==> src/rtl/uart_tx_arbiter.sv <==
// uart_tx_arbiter
// Shares one UART transmitter between two byte sources:
//   src0 = result output interface, src1 = status/ack reporter.
// A granted source owns the UART for a whole frame. It keeps ownership until
// it reports frame done or until the lock times out. After a release there is
// a short gap, and then ties are broken round-robin. The forwarded start
// pulse and data byte are registered, so they appear one cycle after the
// source's start.
// Build macro TX_ARB_FIXED_PRIO_EN: when defined, src0 always wins a tie in
// IDLE. Frame lock, timeout and gap behaviour are the same in both builds.
module uart_tx_arbiter #(
  parameter int LOCK_TIMEOUT = 2_000_000,
  parameter int GAP_CYCLES   = 2
) (
  input  logic        clk,
  input  logic        reset,
  input  logic [1:0]  req,
  input  logic [1:0]  src_tx_start,
  input  logic [15:0] src_tx_data,
  input  logic [1:0]  src_done,
  input  logic        tx_busy,
  output logic        tx_start,
  output logic [7:0]  tx_data,
  output logic [1:0]  src_busy,
  output logic [1:0]  gnt,
  output logic        arb_timeout
);

  localparam int TO_W  = $clog2(LOCK_TIMEOUT + 1);
  localparam int GAP_W = $clog2(GAP_CYCLES + 1);

  localparam logic [TO_W-1:0]  TO_LIMIT = TO_W'(LOCK_TIMEOUT);
  localparam logic [TO_W-1:0]  TO_ONE   = TO_W'(1);
  localparam logic [GAP_W-1:0] GAP_LAST = GAP_W'(GAP_CYCLES - 1);
  localparam logic [GAP_W-1:0] GAP_ONE  = GAP_W'(1);

  localparam logic [1:0] ST_IDLE    = 2'd0;
  localparam logic [1:0] ST_LOCKED  = 2'd1;
  localparam logic [1:0] ST_RELEASE = 2'd2;

  logic [1:0]       state;
  logic [TO_W-1:0]  to_cnt;
  logic [TO_W-1:0]  to_next;
  logic [GAP_W-1:0] gap_cnt;
  logic [1:0]       pick;
  logic             locked;
  logic             g_start;
  logic             g_done;
  logic             to_hit;
  logic [7:0]       g_byte;

  // Qualify the granted source's start/done pulses; the other source is ignored
  assign locked  = (state == ST_LOCKED);
  assign g_start = locked && |(src_tx_start & gnt);
  assign g_done  = locked && |(src_done & gnt);
  assign g_byte  = gnt[1] ? src_tx_data[15:8] : src_tx_data[7:0];

  // The lock expires on the idle cycle that brings the counter up to the limit
  assign to_next = to_cnt + TO_ONE;
  assign to_hit  = locked && !g_start && !tx_busy && (to_next == TO_LIMIT);

`ifdef TX_ARB_FIXED_PRIO_EN
  // Fixed priority: src0 wins any tie, history is not tracked
  always_comb begin
    pick = 2'b00;
    if (req[0]) begin
      pick = 2'b01;
    end else if (req[1]) begin
      pick = 2'b10;
    end
  end
`else
  logic last_gnt;

  // Round-robin: on a tie, grant the source that did not win last time
  always_comb begin
    pick = 2'b00;
    case (req)
      2'b01:   pick = 2'b01;
      2'b10:   pick = 2'b10;
      2'b11:   pick = last_gnt ? 2'b01 : 2'b10;
      default: pick = 2'b00;
    endcase
  end

  // Remember the most recent winner; starts at src1 so src0 wins the first tie
  always_ff @(posedge clk or posedge reset) begin
    if (reset) begin
      last_gnt <= 1'b1;
    end else if ((state == ST_IDLE) && (|req)) begin
      last_gnt <= pick[1];
    end
  end
`endif

  // Frame-lock sequencer: IDLE grants, LOCKED holds, RELEASE enforces the gap
  always_ff @(posedge clk or posedge reset) begin
    if (reset) begin
      state       <= ST_IDLE;
      gnt         <= 2'b00;
      arb_timeout <= 1'b0;
    end else begin
      arb_timeout <= 1'b0;
      case (state)
        ST_IDLE: begin
          if (|req) begin
            gnt   <= pick;
            state <= ST_LOCKED;
          end
        end
        ST_LOCKED: begin
          if (g_done) begin
            gnt   <= 2'b00;
            state <= ST_RELEASE;
          end else if (to_hit) begin
            arb_timeout <= 1'b1;
            gnt         <= 2'b00;
            state       <= ST_RELEASE;
          end
        end
        ST_RELEASE: begin
          if (gap_cnt == GAP_LAST) begin
            state <= ST_IDLE;
          end
        end
        default: begin
          gnt   <= 2'b00;
          state <= ST_IDLE;
        end
      endcase
    end
  end

  // Lock timeout counter: only runs in LOCKED, cleared by any sign of activity
  always_ff @(posedge clk or posedge reset) begin
    if (reset) begin
      to_cnt <= '0;
    end else if (!locked || g_start || tx_busy) begin
      to_cnt <= '0;
    end else if (to_cnt != TO_LIMIT) begin
      to_cnt <= to_next;
    end
  end

  // Gap counter: counts the cycles spent in RELEASE
  always_ff @(posedge clk or posedge reset) begin
    if (reset) begin
      gap_cnt <= '0;
    end else if (state == ST_RELEASE) begin
      gap_cnt <= gap_cnt + GAP_ONE;
    end else begin
      gap_cnt <= '0;
    end
  end

  // Register the granted source's start and byte towards the UART core
  always_ff @(posedge clk or posedge reset) begin
    if (reset) begin
      tx_start <= 1'b0;
      tx_data  <= 8'h00;
    end else begin
      tx_start <= g_start;
      if (g_start) begin
        tx_data <= g_byte;
      end
    end
  end

  // Busy back to the sources: only the granted one can see the UART free
  always_comb begin
    src_busy = 2'b11;
    if (gnt[0]) begin
      src_busy[0] = tx_busy | tx_start;
    end
    if (gnt[1]) begin
      src_busy[1] = tx_busy | tx_start;
    end
  end

endmodule

==> config.mk <==
export PLATFORM = sky130hd
export DESIGN_NAME = uart_tx_arbiter
export DESIGN_NICKNAME = d
export VERILOG_FILES = /design/src/rtl/uart_tx_arbiter.sv
export SDC_FILE = /design/constraint.sdc
export NUM_CORES = 1
export LEC_CHECK = 0
export CAP_MARGIN = 20
export CORE_UTILIZATION = 52
export DETAILED_ROUTE_END_ITERATION = 7
export HOLD_SLACK_MARGIN = 0.05
export PLACE_DENSITY = 0.89
export SETUP_SLACK_MARGIN = 0.2
export SLEW_MARGIN = 10
export SYNTH_ARGS = -nofsm -noshare
export SYNTH_HDL_FRONTEND = slang
export SYNTH_SLANG_ARGS = --single-unit
==> constraint.sdc <==
create_clock -name clk -period 3 [get_ports clk]
set_clock_uncertainty 0.05 [all_clocks]
set_input_delay 0.3 -clock clk [delete_from_list [all_inputs] [get_ports clk]]
set_output_delay 0.3 -clock clk [all_outputs]
set_load 0.01 [all_outputs]
Yosys cells after proc, flatten, opt, wreduce, memory -nomap -nowiden:

Index checks and enable logic that the tools add are counted.

* bits of input ports: 25
* register bits: 38
* word-level logic and storage cells: 63

* add/subtract/negate cells: 2
* equal/unequal tests: 11
* reductions and logical operators: 18
* bitwise gates (word level): 4
* multiplexer cells: 20

Operators with widths (count)
* $mux W21: 2
* $add A21 B1 Y21 const B: 1
* $eq A21 B21 Y1 const B: 1
* $ne A21 B21 Y1 const B: 1
* $mux W2: 9
* $pmux W2 S3: 3
* $mux W8: 1
* $eq A2 B1 Y1 const B: 3
* $eq A2 B2 Y1 const B: 3
* $logic_and A1 B1 Y1: 6
* $reduce_and A3 Y1: 2
* $reduce_or A2 Y1: 3
* $mux W1: 5
* $and A2 B2 Y2: 2
* $logic_not A1 Y1: 3
* $ne A3 B1 Y1 const B: 1
* $add A2 B1 Y2 const B: 1
* $logic_not A2 Y1: 1
* $logic_or A1 B1 Y1: 2
* $ne A2 B1 Y1 const B: 1
* $ne A2 B2 Y1 const B: 1
* $reduce_bool A2 Y1: 1
* $not A1 Y1: 1
* $or A1 B1 Y1: 1

Logic depth before layout (Yosys ltp):

Gate-level depths: netlist of the first run.

* depth in word-level cells: 10
* depth in mapped cells: 9
* mapped depth without buffers: 8

Worst setup path after synthesis of the first run:

No wires, ideal clock.

* path type: register to register
* from: register to_cnt[1]
* to: register state[0]
* arrival time: 2.606 ns
* period minus slack after synthesis: 2.774 ns
* data required time: 2.831 ns
* stages on the path, launching flop included: 10
* buffers on the path: 1
* slack: 0.226 ns
* cell sequence: dfrtp_1 > ha_1 > buf_4 > nand4_1 > or4_4 > or3_1 > a211oi_2 > o2111ai_1 > a2111o_1 > a21bo_1

* cells in the longest elaborated chain, start to end: 5

RTL lines
* start, declared: line 42 `logic [TO_W-1:0] to_cnt;`
* start signal, assigned: line 141 `to_cnt <= to_next;`
* $add A21 B1 Y21: line 59 `assign to_next = to_cnt + TO_ONE;`
* $eq A21 B21 Y1: line 60 `assign to_hit = locked && !g_start && !tx_busy && (to_next == TO_LIMIT);`
* $logic_and A1 B1 Y1: line 60
* $ne A3 B1 Y1 (no line)
* $reduce_and A3 Y1 (no line)
* end signal, assigned: line 99 `state <= ST_IDLE;`
* end signal, assigned: line 108 `state <= ST_LOCKED;`
* end signal, assigned: line 114 `state <= ST_RELEASE;`
* end, declared: line 41 `logic [1:0] state;`

No other way between the ends.
A chain may end at the register's enable or synchronous reset.

Worst setup path in the final report of the first run:

Same ends and word-level chain as after synthesis.

==> metrics.txt, run 1 <==
cts bufs inserted=5; status=complete, no violations; setup repair after global routing missed its margin=no; initial antenna violation count=0; Synth Warn #=0; Layout Utilization=67.4%; RR Startpoint=to_cnt[1]; number of H-tree levels=2; routability cong.=0.923; Die ar.=4420 µm²; Post-Route Setup TNS=0 ps; critical path's slowest cell=or4_4; largest net degree at the start of global routing=20; slowest stage delay, CP=470 ps; Final Hold Viols=0; IO Port Bufs=38; Routed WL per cell=14.7 µm; Antenna Cells=0; Starting Density=54.0%; area share of the largest cell type after synthesis=42.8%; Peak VDD IR=0.000461 V; DIE WIDTH=66.5 µm; critical path peak fanout=5; worst setup path category=reg -> reg; Vias=1840; Slew Limit Fails=0; ys flop type=dfrtp_1; Final setup viols=0; synthesized net count=266; Post-synth EDFFs=0; clk sink count=38; post-layout min period=2700 ps; nets@finish=305; Avg Vias per Cell=5.61; Area contributors post-synth=dfrtp_1 43%, nor2_1 6.9%, mux2i_1 4.6%, xnor2_1 4.5%, xor2_1 4.1%; Pwr Density=608 nW/µm²; root buf cell=clkbuf_8; Post-Syn Instances=238; WL final=4.82 mm; WP data required=3140 ps; slew margin rel.=31.9%; CP startpoint kind=flop; critical path depth=8; post-synth cell types=45; crit path cell chain=ha_1 -> nand4_1 -> or4_4 -> or3_1 -> a211oi_2 -> o2111ai_1 -> a2111o_1 -> a21bo_1; GRT Total Usage=24.5%; Synth async-reset ratio=100%; final antenna-violating net count=0; worst min-delay path class=in -> async; Max-Cap Viols=0; Iter 0 DRT Violations=208; Worst Max-Slew Pin Slew=1020 ps; share of cells above drive strength 1=9.35%; period utilisation layout=90.0%; clock buffer depth=2; clock transition at the registers of the reported paths=80 ps; Layout area overhead=24.8%; first-pass GRT wire length=7.98 mm; drt first pass iters=5; Mapped Area=2160 µm²; vias in the first global route=1635; Max Freq=0.370 GHz; FP Rows=23; CTS Hold Buffers Added=0; Worst Setup SP=to_cnt[1]; CP endpoint kind=flop; worst endpoint data arrival time=2830 ps; total power=1.64 mW; dpl hpwl=3.49 mm; Seq cells post-synth=38; total core area=4000 µm²; Worst Path Buf+Inv=0; Die Span Y=66.5 µm; drt drc=0; sequential-to-total area share from yosys stat=44.1%; Ports=39; gr ovfl total=0; Skew-Pair Late Insertion Delay=300 ps; CTS tree=done; CP top delay family=simple AND/OR/NAND/NOR gates; FF-to-FF path depth=8; leakage power=1.05 nW; syn_area_per_cell=9.08 µm²; Synth area leader=dfrtp_1
-- placed cells by master (no fill, tap or decap), types with 2 or more instances in the layout --
cell	synthesis	routed
inv_1	7	7
nand3_1	10	10
or3_1	4	4
nor2b_1	3	3
a21oi_1	16	16
xnor2_1	11	11
nand4_1	8	8
buf_4	3	11
and2_1	6	6
xor2_1	10	10
nor3_1	5	5
nor2_1	40	40
nand2b_1	4	4
or4_1	2	2
mux2i_1	10	10
and3_1	2	2
ha_1	3	3
o21ai_0	6	6
nand2_1	13	13
nor4b_1	3	3
dfrtp_1	37	36
nor4_1	2	2
clkbuf_8	0	6
clkdlybuf4s50_1	0	38
-- where the power goes --
part	internal, mW	switching [mW]
clock network	0.186	0.184
logic	0.302	0.270
registers	0.620	0.0773
-- per-stage QoR --
step           instance area [µm²]  cells  hold WS, ps  worst slack (ps)
5_1_grt                       2700    328          419               211
6_report                      2700    328          378               301
3_3_place_gp                  2590    318          373               314
4_1_cts                       2680    326          387               219
3_5_place_dp                  2590    318          377               239
2_1_floorplan                 2160    238          313               226
-- Yosys cell counts, drive strengths merged (2+ instances only) --
cell,instances
nand3,12
a21oi,16
xor2,10
nor4,2
ha,3
nand2,13
and3,2
o21ai,6
mux2i,10
and2,6
xnor2,11
nand4,8
dfrtp,37
nor4b,3
nand2b,4
nor2,40
nor3,5
nor2b,3
or3,4
inv,7
buf,7
or4,3
clkbuf,10
-- sequential cells by signal, summed over array words and instances (netlist names) --
signal and flops:
to_cnt 21, tx_data 8, gap_cnt 2, gnt 2, state 2, arb_timeout 1
last_gnt 1, tx_start 1
-- cell families (layout without fill, tap and decap cells) --
group,after synthesis,in the layout,synth area share (%)
simple gates,108,108,25.9
flops,38,38,44.1
compound gates,34,34,10.1
buf+inv,24,64,4.98
xor+xnor,21,21,8.51
mux,10,10,4.63
fa+ha+maj,3,3,1.74
-- cell type report --
class | count | area, µm²
Inverter | 7 | 26.3
Multi-Input combinational cell | 176 | 1100
Fill cell | 285 | 1300
Clock buffer | 7 | 86.3
Timing Repair Buffer | 49 | 463
Clock inverter | 1 | 5.00
Sequential cell | 38 | 953
Tap cell | 50 | 62.6
-- layer usage --
metal | routed length [µm] | up-vias | GRT usage (%)
met2 | 2360 | 85 | 39.4
met3 | 322 | 11 | 6.16
li1 | - | 898 | -
met4 | 80 | 0 | 7.45
met1 | 2050 | 846 | 32.5
met5 | 0 | - | 0
-- path summary, 6_finish.rpt --
check / slack [ps] / endpoint
max: 300 / state[0]
min: 380 / to_cnt[3]
max reg2reg: 300 / state[0]
min reg2reg: 380 / gap_cnt[0]
max in group asynchronous: 1810 / last_gnt
min in group clk: 380 / gap_cnt[0]
-- what timing repair did --
action                                  in CTS  in global routing
gates resized for setup                      0                  1
buffers inserted                             0                  2
endpoints found under the setup margin       0                  3
No activity file was read; power rests on OpenSTA's default activity.
==> inputs of run 2 (changes only) <==
--- a/config.mk
+++ b/config.mk
@@ -8,7 +8,6 @@
 export CAP_MARGIN = 20
 export CORE_UTILIZATION = 52
 export DETAILED_ROUTE_END_ITERATION = 7
-export HOLD_SLACK_MARGIN = 0.05
 export PLACE_DENSITY = 0.89
 export SETUP_SLACK_MARGIN = 0.2
 export SLEW_MARGIN = 10
==> results of run 2 <==
Same layout as run 1: the final DEF is identical, and so are final timing and power.
==> inputs of run 3 (changes only) <==
--- a/config.mk
+++ b/config.mk
@@ -6,9 +6,9 @@
 export NUM_CORES = 1
 export LEC_CHECK = 0
 export CAP_MARGIN = 20
-export CORE_UTILIZATION = 52
+export CORE_UTILIZATION = 56
 export DETAILED_ROUTE_END_ITERATION = 7
-export PLACE_DENSITY = 0.89
+export PLACE_DENSITY = 0.94
 export SETUP_SLACK_MARGIN = 0.2
 export SLEW_MARGIN = 10
 export SYNTH_ARGS = -nofsm -noshare
==> constraint.sdc (replaced) <==
create_clock -name clk -period 3.15 [get_ports clk]
set_clock_uncertainty 0.05 [all_clocks]
set_input_delay 0.315 -clock clk [delete_from_list [all_inputs] [get_ports clk]]
set_output_delay 0.315 -clock clk [all_outputs]
set_load 0.01 [all_outputs]
==> run 3 against run 2 <==
Net effect:
- utilization rose by 5.1 points
- critical path depth down 1
- die area down 6.9%
- via count is 0.38% lower
- count of clock-buffer cells in the layout shrank 2
==> metrics.txt, run 3 (synthesis gave the netlist of run 1 again) <==
DP Area=2560 µm² (was 2590 µm²); CP top delay family=simple AND/OR/NAND/NOR gates (unchanged); share of cells above drive strength 1=7.69% (was 9.35%); total core area=3690 µm² (was 4000 µm²); postcts setup bufs=0 (unchanged); Final Hold Viols=0 (unchanged); Starting Density=58.6% (was 54.0%); RR Startpoint=to_cnt[9] (was to_cnt[1]); Avg Vias per Cell=5.71 (was 5.61); Switch Pwr=0.498 mW (was 0.531 mW); worst setup path category=reg -> reg (unchanged); Final setup viols=0 (unchanged); Comb pwr share=33.8% (was 34.9%); Max-Cap Viols=0 (unchanged); nets@finish=300 (was 305); IO Port Bufs=38 (unchanged); Sw Share=31.0% (was 32.4%); post-layout instance area=2670 µm² (was 2700 µm²); Ports=39 (unchanged); critical path's slowest cell=or4_4 (unchanged); root buf cell=clkbuf_8 (unchanged); first-pass GRT wire length=7.71 mm (was 7.98 mm); Worst Setup SP=to_cnt[9] (was to_cnt[1]); Peak VDD IR=0.000446 V (was 0.000461 V); Die ar.=4110 µm² (was 4420 µm²); Fillers=281 (was 285); Worst Path Buf+Inv=0 (unchanged); max layer used=met4 (unchanged); Pwr Density=601 nW/µm² (was 608 nW/µm²); sequential share of power=41.0% (was 42.6%); WL final=4.66 mm (was 4.82 mm); met3 wire length=411 µm (was 322 µm); WL met2=2.24 mm (was 2.36 mm); cts bufs inserted=5 (unchanged); commonest cells after routing, fill and taps aside=40 x nor2_1, 38 x clkdlybuf4s50_1, 37 x dfrtp_1 (was 40 x nor2_1, 38 x clkdlybuf4s50_1, 36 x dfrtp_1); setup repair after global routing missed its margin=no (unchanged); met1 wire length=1.96 mm (was 2.05 mm); final antenna-violating net count=0 (unchanged); Vias=1833 (was 1840); dpl hpwl=3.40 mm (was 3.49 mm); multi-input logic area=1100 µm² (unchanged); largest registers=to_cnt: 21 flops, tx_data: 8 flops (unchanged); DIE WIDTH=64.1 µm (was 66.5 µm); Int Power=1.11 mW (about the same); slowest stage delay, CP=580 ps (was 470 ps); vias in the first global route=1702 (was 1635); Worst Max-Slew Pin Slew=976 ps (was 1020 ps); Antenna Cells=0 (unchanged); Layout area overhead=23.7% (was 24.8%); clk sink count=38 (unchanged); clock transition at the registers of the reported paths=80 ps (about the same); Die Span Y=64.1 µm (was 66.5 µm); leakage power=1.04 nW (was 1.05 nW); Routed WL per cell=14.5 µm (was 14.7 µm); FP Rows=22 (was 23); critical path peak fanout=7 (was 5); CP endpoint kind=flop (unchanged); Iter 0 DRT Violations=213 (was 208); crit path cell chain=nand3_2 -> or4_4 -> or3_1 -> a211oi_2 -> o2111ai_1 -> a2111o_1 -> a21bo_1 (was ha_1 -> nand4_1 -> or4_4 -> or3_1 -> a211oi_2 -> o2111ai_1 -> a2111o_1 -> a21bo_1); Max Freq=0.353 GHz (was 0.370 GHz); CP startpoint kind=flop (unchanged); drt drc=0 (unchanged); drt first pass iters=4 (was 5); period utilisation layout=89.8% (was 90.0%); post-layout min period=2830 ps (was 2700 ps); status=complete, no violations (unchanged); most common cell after layout, fill and taps aside=nor2_1 (unchanged); Slew Limit Fails=0 (unchanged); register area=952 µm² (was 953 µm²); worst min-delay path class=in -> async (unchanged); Skew-Pair Late Insertion Delay=290 ps (was 300 ps); worst endpoint data arrival time=2960 ps (was 2830 ps); largest net degree at the start of global routing=39 (was 20); number of H-tree levels=2 (unchanged); gr ovfl total=0 (unchanged); Post-Route Setup TNS=0 ps (unchanged); Clock power frac=25.1% (was 22.5%); Largest Register=to_cnt (unchanged); max reg flops=21 (unchanged); CTS Hold Buffers Added=0 (unchanged); clock buffer depth=2 (unchanged); PostCTS Resize Cnt=0 (unchanged); CTS tree=done (unchanged); slew margin rel.=34.8% (was 31.9%); WP data required=3280 ps (was 3140 ps); GRT Total Usage=24.8% (was 24.5%); initial antenna violation count=0 (unchanged); routability cong.=0.940 (was 0.923)
## run 3: worst paths after layout
check                             end  slack (ps)  depth (start not counted)
setup / recovery             state[0]         320                          7
setup reg to reg             state[0]         320                          7
hold reg to reg            gap_cnt[0]         400                          1
max in group asynchronous    last_gnt        2300                          3
hold / removal             tx_data[6]         380                          3
min in group clk           gap_cnt[0]         400                          1
## run 3: power by group through the flow
stage	logic, mW	clock network (mW)	registers (mW)
global placement	0.526	0	0.664
floorplan	0.270	0	0.692
finish	0.544	0.404	0.659
global route	0.600	0.431	0.673
detailed placement	0.545	0	0.668
CTS	0.548	0.412	0.659
## run 3: layout make-up
class                   count  area share (%)
flip-flops and latches     38            35.6
clock inverters             3            1.50
clock buffers               5            2.57
inverters                   7           0.983
well taps                  48            2.25
repair buffers             44            15.9
multi-input cells         176            41.2
## run 3: metal layers
| metal | up-vias | track usage (%) |
|---|---|---|
| li1 | 888 | - |
| met1 | 863 | 31.5 |
| met2 | 76 | 40.3 |
| met3 | 6 | 7.68 |
| met4 | 0 | 8.06 |
| met5 | - | 0 |
## run 3: metrics by stage
step | std cells | util [%] | hold slack, ps | power (mW) | setup WS, ps
floorplan | 238 | - | 328 | 0.962 | 376
global placement | 313 | 69.5 | 372 | 1.19 | 454
detailed placement | 313 | 69.5 | 390 | 1.21 | 368
CTS | 321 | 72.5 | 398 | 1.62 | 345
global route | 321 | 72.5 | 453 | 1.70 | 245
finish | 321 | 72.5 | 381 | 1.61 | 320
## run 3: worst register-to-register path, cell delays in order, from the launching register on
cell and delay (ps):
dfrtp_1 500, nand3_2 150, or4_4 580, or3_1 380, a211oi_2 230, o2111ai_1 150
a2111o_1 480, a21bo_1 210
